## src/rtl/alu_exec_pipe.sv

```systemverilog
// Two-stage pipelined ALU/execute stage with valid/ready handshakes on both sides.
// Stage 1 registers operands; the ALU result is computed on the way into stage 2.
module alu_exec_pipe #(
    parameter  int WIDTH = 32,
    localparam int SHW   = $clog2(WIDTH)
) (
    input  logic             clock,
    input  logic             reset,
    input  logic             in_valid,
    output logic             in_ready,
    input  logic [WIDTH-1:0] src1,
    input  logic [WIDTH-1:0] src2,
    input  logic [WIDTH-1:0] imm,
    input  logic [4:0]       ctrl_in,
    input  logic [WIDTH-1:0] mem_rd_data,
    output logic             out_valid,
    input  logic             out_ready,
    output logic [WIDTH-1:0] aluout,
    output logic             carry,
    output logic             zero,
    output logic             negative,
    output logic             overflow,
    output logic             illegal,
    output logic             mem_wr_en,
    output logic [WIDTH-1:0] mem_wr_data
);

    typedef enum logic [3:0] {
        OP_ADD   = 4'd0,  OP_SUB = 4'd1, OP_AND = 4'd2, OP_OR  = 4'd3,
        OP_XOR   = 4'd4,  OP_NOT = 4'd5, OP_SHL = 4'd6, OP_SHR = 4'd7,
        OP_SRA   = 4'd8,  OP_CMP = 4'd9, OP_LOAD = 4'd10, OP_STORE = 4'd11
    } op_e;

    logic             s1_valid_q, s1_valid_d;
    logic [WIDTH-1:0] s1_a_q, s1_a_d, s1_b_q, s1_b_d;
    logic [3:0]       s1_op_q, s1_op_d;

    logic             s2_valid_q, s2_valid_d;
    logic             s2_store_q, s2_store_d;
    logic [WIDTH-1:0] aluout_q, aluout_d;
    logic [WIDTH-1:0] mem_wr_data_q, mem_wr_data_d;
    logic             carry_q, carry_d, zero_q, zero_d, negative_q, negative_d;
    logic             overflow_q, overflow_d, illegal_q, illegal_d;

    logic s2_adv, s1_adv, accept;

    logic [WIDTH-1:0]        a, b, res, flag_src;
    logic [SHW-1:0]          shamt;
    logic [WIDTH:0]          add_w, sub_w, shl_w, shr_w;
    logic signed [WIDTH:0]   sra_w;
    logic                    c, v, ill;

    always_comb begin
        s2_adv   = !s2_valid_q || out_ready;
        s1_adv   = s1_valid_q && s2_adv;
        in_ready = !s1_valid_q || s1_adv;
        accept   = in_valid && in_ready;
    end

    // Shifts use a one-bit extension so the last bit shifted out lands in the spare bit.
    always_comb begin
        a        = s1_a_q;
        b        = s1_b_q;
        shamt    = b[SHW-1:0];
        add_w    = {1'b0, a} + {1'b0, b};
        sub_w    = {1'b0, a} - {1'b0, b};
        shl_w    = {1'b0, a} << shamt;
        shr_w    = {a, 1'b0} >> shamt;
        sra_w    = $signed({a, 1'b0}) >>> shamt;
        // NOTE: every combinational output gets a default first so no path infers a latch.
        res      = '0;
        c        = 1'b0;
        v        = 1'b0;
        ill      = 1'b0;
        case (s1_op_q)
            OP_ADD: begin
                res = add_w[WIDTH-1:0];
                c   = add_w[WIDTH];
                v   = (a[WIDTH-1] == b[WIDTH-1]) && (res[WIDTH-1] != a[WIDTH-1]);
            end
            OP_SUB, OP_CMP: begin
                res = (s1_op_q == OP_CMP) ? a : sub_w[WIDTH-1:0];
                c   = sub_w[WIDTH];
                v   = (a[WIDTH-1] != b[WIDTH-1]) && (sub_w[WIDTH-1] != a[WIDTH-1]);
            end
            OP_AND:   res = a & b;
            OP_OR:    res = a | b;
            OP_XOR:   res = a ^ b;
            OP_NOT:   res = ~a;
            OP_SHL: begin
                res = shl_w[WIDTH-1:0];
                c   = shl_w[WIDTH];
            end
            OP_SHR: begin
                res = shr_w[WIDTH:1];
                c   = shr_w[0];
            end
            OP_SRA: begin
                res = sra_w[WIDTH:1];
                c   = sra_w[0];
            end
            OP_LOAD:  res = mem_rd_data;
            OP_STORE: res = a;
            default:  ill = 1'b1;
        endcase
        // CMP reports zero/negative of the difference, like SUB, while passing A through.
        flag_src = (s1_op_q == OP_CMP) ? sub_w[WIDTH-1:0] : res;
    end

    always_comb begin
        s1_valid_d    = s1_valid_q;
        s1_a_d        = s1_a_q;
        s1_b_d        = s1_b_q;
        s1_op_d       = s1_op_q;
        s2_valid_d    = s2_valid_q;
        s2_store_d    = s2_store_q;
        aluout_d      = aluout_q;
        mem_wr_data_d = mem_wr_data_q;
        carry_d       = carry_q;
        zero_d        = zero_q;
        negative_d    = negative_q;
        overflow_d    = overflow_q;
        illegal_d     = illegal_q;

        if (accept) begin
            s1_valid_d = 1'b1;
            s1_a_d     = src1;
            s1_b_d     = ctrl_in[4] ? imm : src2;
            s1_op_d    = ctrl_in[3:0];
        end else if (s1_adv) begin
            s1_valid_d = 1'b0;
        end

        if (s1_adv) begin
            s2_valid_d    = 1'b1;
            s2_store_d    = (s1_op_q == OP_STORE);
            aluout_d      = res;
            mem_wr_data_d = (s1_op_q == OP_STORE) ? b : '0;
            carry_d       = c;
            zero_d        = !ill && (flag_src == '0);
            negative_d    = !ill && flag_src[WIDTH-1];
            overflow_d    = v;
            illegal_d     = ill;
        end else if (s2_adv) begin
            s2_valid_d = 1'b0;
        end
    end

    // NOTE: datapath registers are reset too, because the outputs must read 0 after reset.
    always_ff @(posedge clock) begin
        if (reset) begin
            s1_valid_q    <= 1'b0;
            s1_a_q        <= '0;
            s1_b_q        <= '0;
            s1_op_q       <= '0;
            s2_valid_q    <= 1'b0;
            s2_store_q    <= 1'b0;
            aluout_q      <= '0;
            mem_wr_data_q <= '0;
            carry_q       <= 1'b0;
            zero_q        <= 1'b0;
            negative_q    <= 1'b0;
            overflow_q    <= 1'b0;
            illegal_q     <= 1'b0;
        end else begin
            s1_valid_q    <= s1_valid_d;
            s1_a_q        <= s1_a_d;
            s1_b_q        <= s1_b_d;
            s1_op_q       <= s1_op_d;
            s2_valid_q    <= s2_valid_d;
            s2_store_q    <= s2_store_d;
            aluout_q      <= aluout_d;
            mem_wr_data_q <= mem_wr_data_d;
            carry_q       <= carry_d;
            zero_q        <= zero_d;
            negative_q    <= negative_d;
            overflow_q    <= overflow_d;
            illegal_q     <= illegal_d;
        end
    end

    assign out_valid   = s2_valid_q;
    assign aluout      = aluout_q;
    assign carry       = carry_q;
    assign zero        = zero_q;
    assign negative    = negative_q;
    assign overflow    = overflow_q;
    assign illegal     = illegal_q;
    assign mem_wr_data = mem_wr_data_q;
    // A store being discarded by reset must not strobe in its final cycle.
    assign mem_wr_en   = s2_valid_q && s2_store_q && out_ready && !reset;

endmodule

```

## config.mk

```make
export PLATFORM = sky130hd
export DESIGN_NAME = alu_exec_pipe
export DESIGN_NICKNAME = d
export VERILOG_FILES = /design/src/rtl/alu_exec_pipe.sv
export SDC_FILE = /design/constraint.sdc
export NUM_CORES = 1
export LEC_CHECK = 0
export BUFFER_PORTS_ARGS = -buffer_cell sky130_fd_sc_hd__buf_2
export CORE_UTILIZATION = 45
export DETAILED_ROUTE_END_ITERATION = 10
export PLACE_DENSITY_LB_ADDON = 0.2
export SKIP_LAST_GASP = 1
export SYNTH_ARGS = -nofsm -noshare
export SYNTH_HDL_FRONTEND = slang
export SYNTH_SLANG_ARGS = --single-unit
```

## constraint.sdc

```tcl
create_clock -name clock -period 13.29 [get_ports clock]
set_clock_uncertainty 0.2 [all_clocks]
set_input_delay 1.9935 -clock clock [delete_from_list [all_inputs] [get_ports clock]]
set_output_delay 1.9935 -clock clock [all_outputs]
set_load 0.02 [all_outputs]
```

==> impl_metrics.tcl <==
set metrics [dict create \
    routabilityCongestion 1.069 \
    cts_buffers 17 \
    die_width_um 194.3 \
    wl_um 85150 \
    ir_worst_vdd_mv 0.09956 \
    crit_required_ns 13.50 \
    pin_count 209 \
    grt_setup_unrepaired "no" \
    grt_pass1_vias 17860 \
    critical-path-max-stage-delay_ns 0.59 \
    syn_avg_cell_area_um2 7.606 \
    dp_cells 2724 \
    place_area_um2 17920 \
    drive_above_1_share 0.1923 \
    ys.flop_type "dfxtp_1" \
    finalPower_mw 1.759 \
    synth-seq-cells 140 \
    fin_tns_setup_ns 0 \
    grt_use_met1 0.5929 \
    core_area_um2 36520 \
    yosysTopAreaCell "dfxtp_1" \
    final_util 0.5067 \
    clkSinkCount 140 \
    p_leak_nw 7.518 \
    antenna_found_initial 3 \
    setup_ws_ns 7.817 \
    worst-slew-pin-transition_ns 1.278 \
    start_util 0.4557 \
    critPathArrivalTime_ns 5.68 \
    vias_per_cell 7.068 \
    final_area_um2 18510 \
    startpoint_type "flop" \
    first_pass_iters 7 \
    die_y_um 194.3 \
    crit_fanout 40 \
    hold_viol_final 0 \
    die-area_um2 37760 \
    grt_use_met2 0.6461 \
    synthesis.area_um2 16640 \
    cts_root_buffer "clkbuf_16" \
    synth_cell_types 100 \
    cap_viol_max_count 0 \
    hold_path_class "flop to flop" \
    path_class "flop to flop" \
    ctsResizeCount 0 \
    grt_pass1_wl_um 122700 \
    status "complete, no violations" \
    gr-total-overflow 0 \
    final-setup-viol-count 0 \
    synth_cells 2188 \
    final_cells 2757 \
    synth_top_area_share 0.1684 \
    track_usage 0.4412 \
    yosysMostFrequentCell "nor2_1" \
    busiest_layer "met2" \
    port_buffers 208 \
    end_kind "flop" \
    drcViolationCount 0 \
    row_count 70 \
    postRouteAntennaNets 0 \
    synth_edf_count 0 \
    met3_usage 0.1183 \
    period_needed_ns 5.473 \
    syn-num-nets 2431 \
    cts_setup_buffers 0 \
    cts_tree "done" \
    hold_buffers 0 \
    whs_ns 0.2509 \
    synthTopCellsByCount "nor2_1, nand2_1, a21oi_1" \
    cp_slowest_cell "buf_4" \
    relSlewSlack 0.1257 \
    ys_seq_area_frac 0.1684 \
    htree_levels 4 \
    grt_max_degree 81 \
    place_hpwl_um 64310 \
    dr.first_iter.drc_count 3381 \
    p_per_area_nw_per_um2 95.07 \
    area_growth_pct 11.19 \
    clock_latency_ns 0.48 \
    avgRoutedWirePerCell_um 30.88 \
    route.vias.total 19490 \
    synthArstFlopShare 0 \
    report.final.slew_viol_count 0 \
    yosys_warnings 0 \
    clockBufferDepth 2 \
    synthTopCellsByArea "dfxtp_1, mux4_2, ha_1" \
    final_nets 2518 \
    cp_cell_sequence "buf_4 > inv_4 > ha_1 > o21bai_1 > nand3_1 > a31oi_2 > a311o_1 > a21oi_1 > a2111oi_0 > o2111ai_1 > nor4_1 > nand4_1 > nor4_2 > a2bb2oi_2" \
    max_freq_mhz 182.7 \
    post-place-ws_ns 8.055 \
    clkSlewWorstSetupHoldPaths_ns 0.07 \
    fin_crit_sh 0.4118 \
]
==> flip-flops by register name (all words and copies together) (netlist names) <==
name         flops
zero             1
carry            1
aluout          32
s2_store_q       1
a               32
s1_valid_q       1
overflow         1
s1_op_q          4
out_valid        1
b               32
mem_wr_data     32
negative         1
illegal          1
==> path summary, 6_finish.rpt <==
| check | slack (ns) | endpoint | from | cells past startpoint |
|---|---|---|---|---|
| worst max-delay path | 7.82 | zero$_SDFFE_PP0P_ | b[1]$_SDFFE_PP0P_ | 14 |
| worst min-delay path | 0.25 | aluout[16]$_SDFFE_PP0P_ | aluout[16]$_SDFFE_PP0P_ | 2 |
| worst max register to register | 7.82 | zero$_SDFFE_PP0P_ | b[1]$_SDFFE_PP0P_ | 14 |
| worst min register to register | 0.25 | aluout[16]$_SDFFE_PP0P_ | aluout[16]$_SDFFE_PP0P_ | 2 |
==> critical path, delay by kind of cell, from the launching register on <==
kind | cells | cell delay [ns]
compound gates | 7 | 2.40
fa+ha+maj | 1 | 0.37
buf+inv | 2 | 0.80
flops | 1 | 0.55
simple gates | 4 | 1.06
==> cell families (layout without fill, tap and decap cells) <==
logic type | after synthesis | after routing | share of synthesized area
AOI/OAI and AO/OA | 701 | 701 | 0.2943
xor gates and xnor gates | 32 | 32 | 0.01684
adders and majority gates | 106 | 106 | 0.08060
buffers and inverters | 309 | 409 | 0.07781
DFF | 140 | 140 | 0.1684
muxes | 176 | 176 | 0.1587
other | 0 | 1 | 0
and+or+nand+nor | 724 | 724 | 0.2034
==> report_power, final <==
part           total, mW  internal [mW]  switching [mW]
Clock              0.495          0.257           0.238
Combinational      0.785          0.256           0.529
Sequential         0.479          0.442          0.0372
Total               1.76          0.956           0.804
==> layout by cell type (no fill, tap or decap), types with 21 or more instances in the layout <==
cell | Yosys | layout
nor2_1 | 232 | 231
nand2_1 | 229 | 229
buf_2 | 40 | 207
a21oi_1 | 164 | 164
dfxtp_1 | 140 | 135
ha_1 | 104 | 104
inv_1 | 96 | 96
mux2i_1 | 85 | 85
a211oi_1 | 84 | 84
o21ai_0 | 83 | 83
buf_4 | 8 | 69
mux4_2 | 65 | 65
nor3_1 | 56 | 56
nand3_1 | 47 | 47
a22o_1 | 33 | 33
o211ai_1 | 32 | 32
o22ai_1 | 31 | 31
xnor2_1 | 29 | 29
nor2b_1 | 27 | 26
a21o_1 | 23 | 23
o31ai_1 | 21 | 21
mux2_2 | 21 | 21
==> metal layers <==
layer | part of all wire | wire length [um]
met1 | 0.40 | 33990
met2 | 0.41 | 35300
met3 | 0.13 | 10790
met4 | 0.059 | 5053
met5 | 0.00015 | 13
==> layout make-up <==
cell class / count / area [um2]
Antenna cell: 1 / 2.502
Sequential cell: 140 / 2814
Inverter: 101 / 381.6
Clock buffer: 19 / 452.9
Multi-Input combinational cell: 1739 / 12590
Timing Repair Buffer: 276 / 1554
Clock inverter: 13 / 125.1
Tap cell: 468 / 585.6
Fill cell: 3644 / 18020
(Power assumes the default switching activity.)
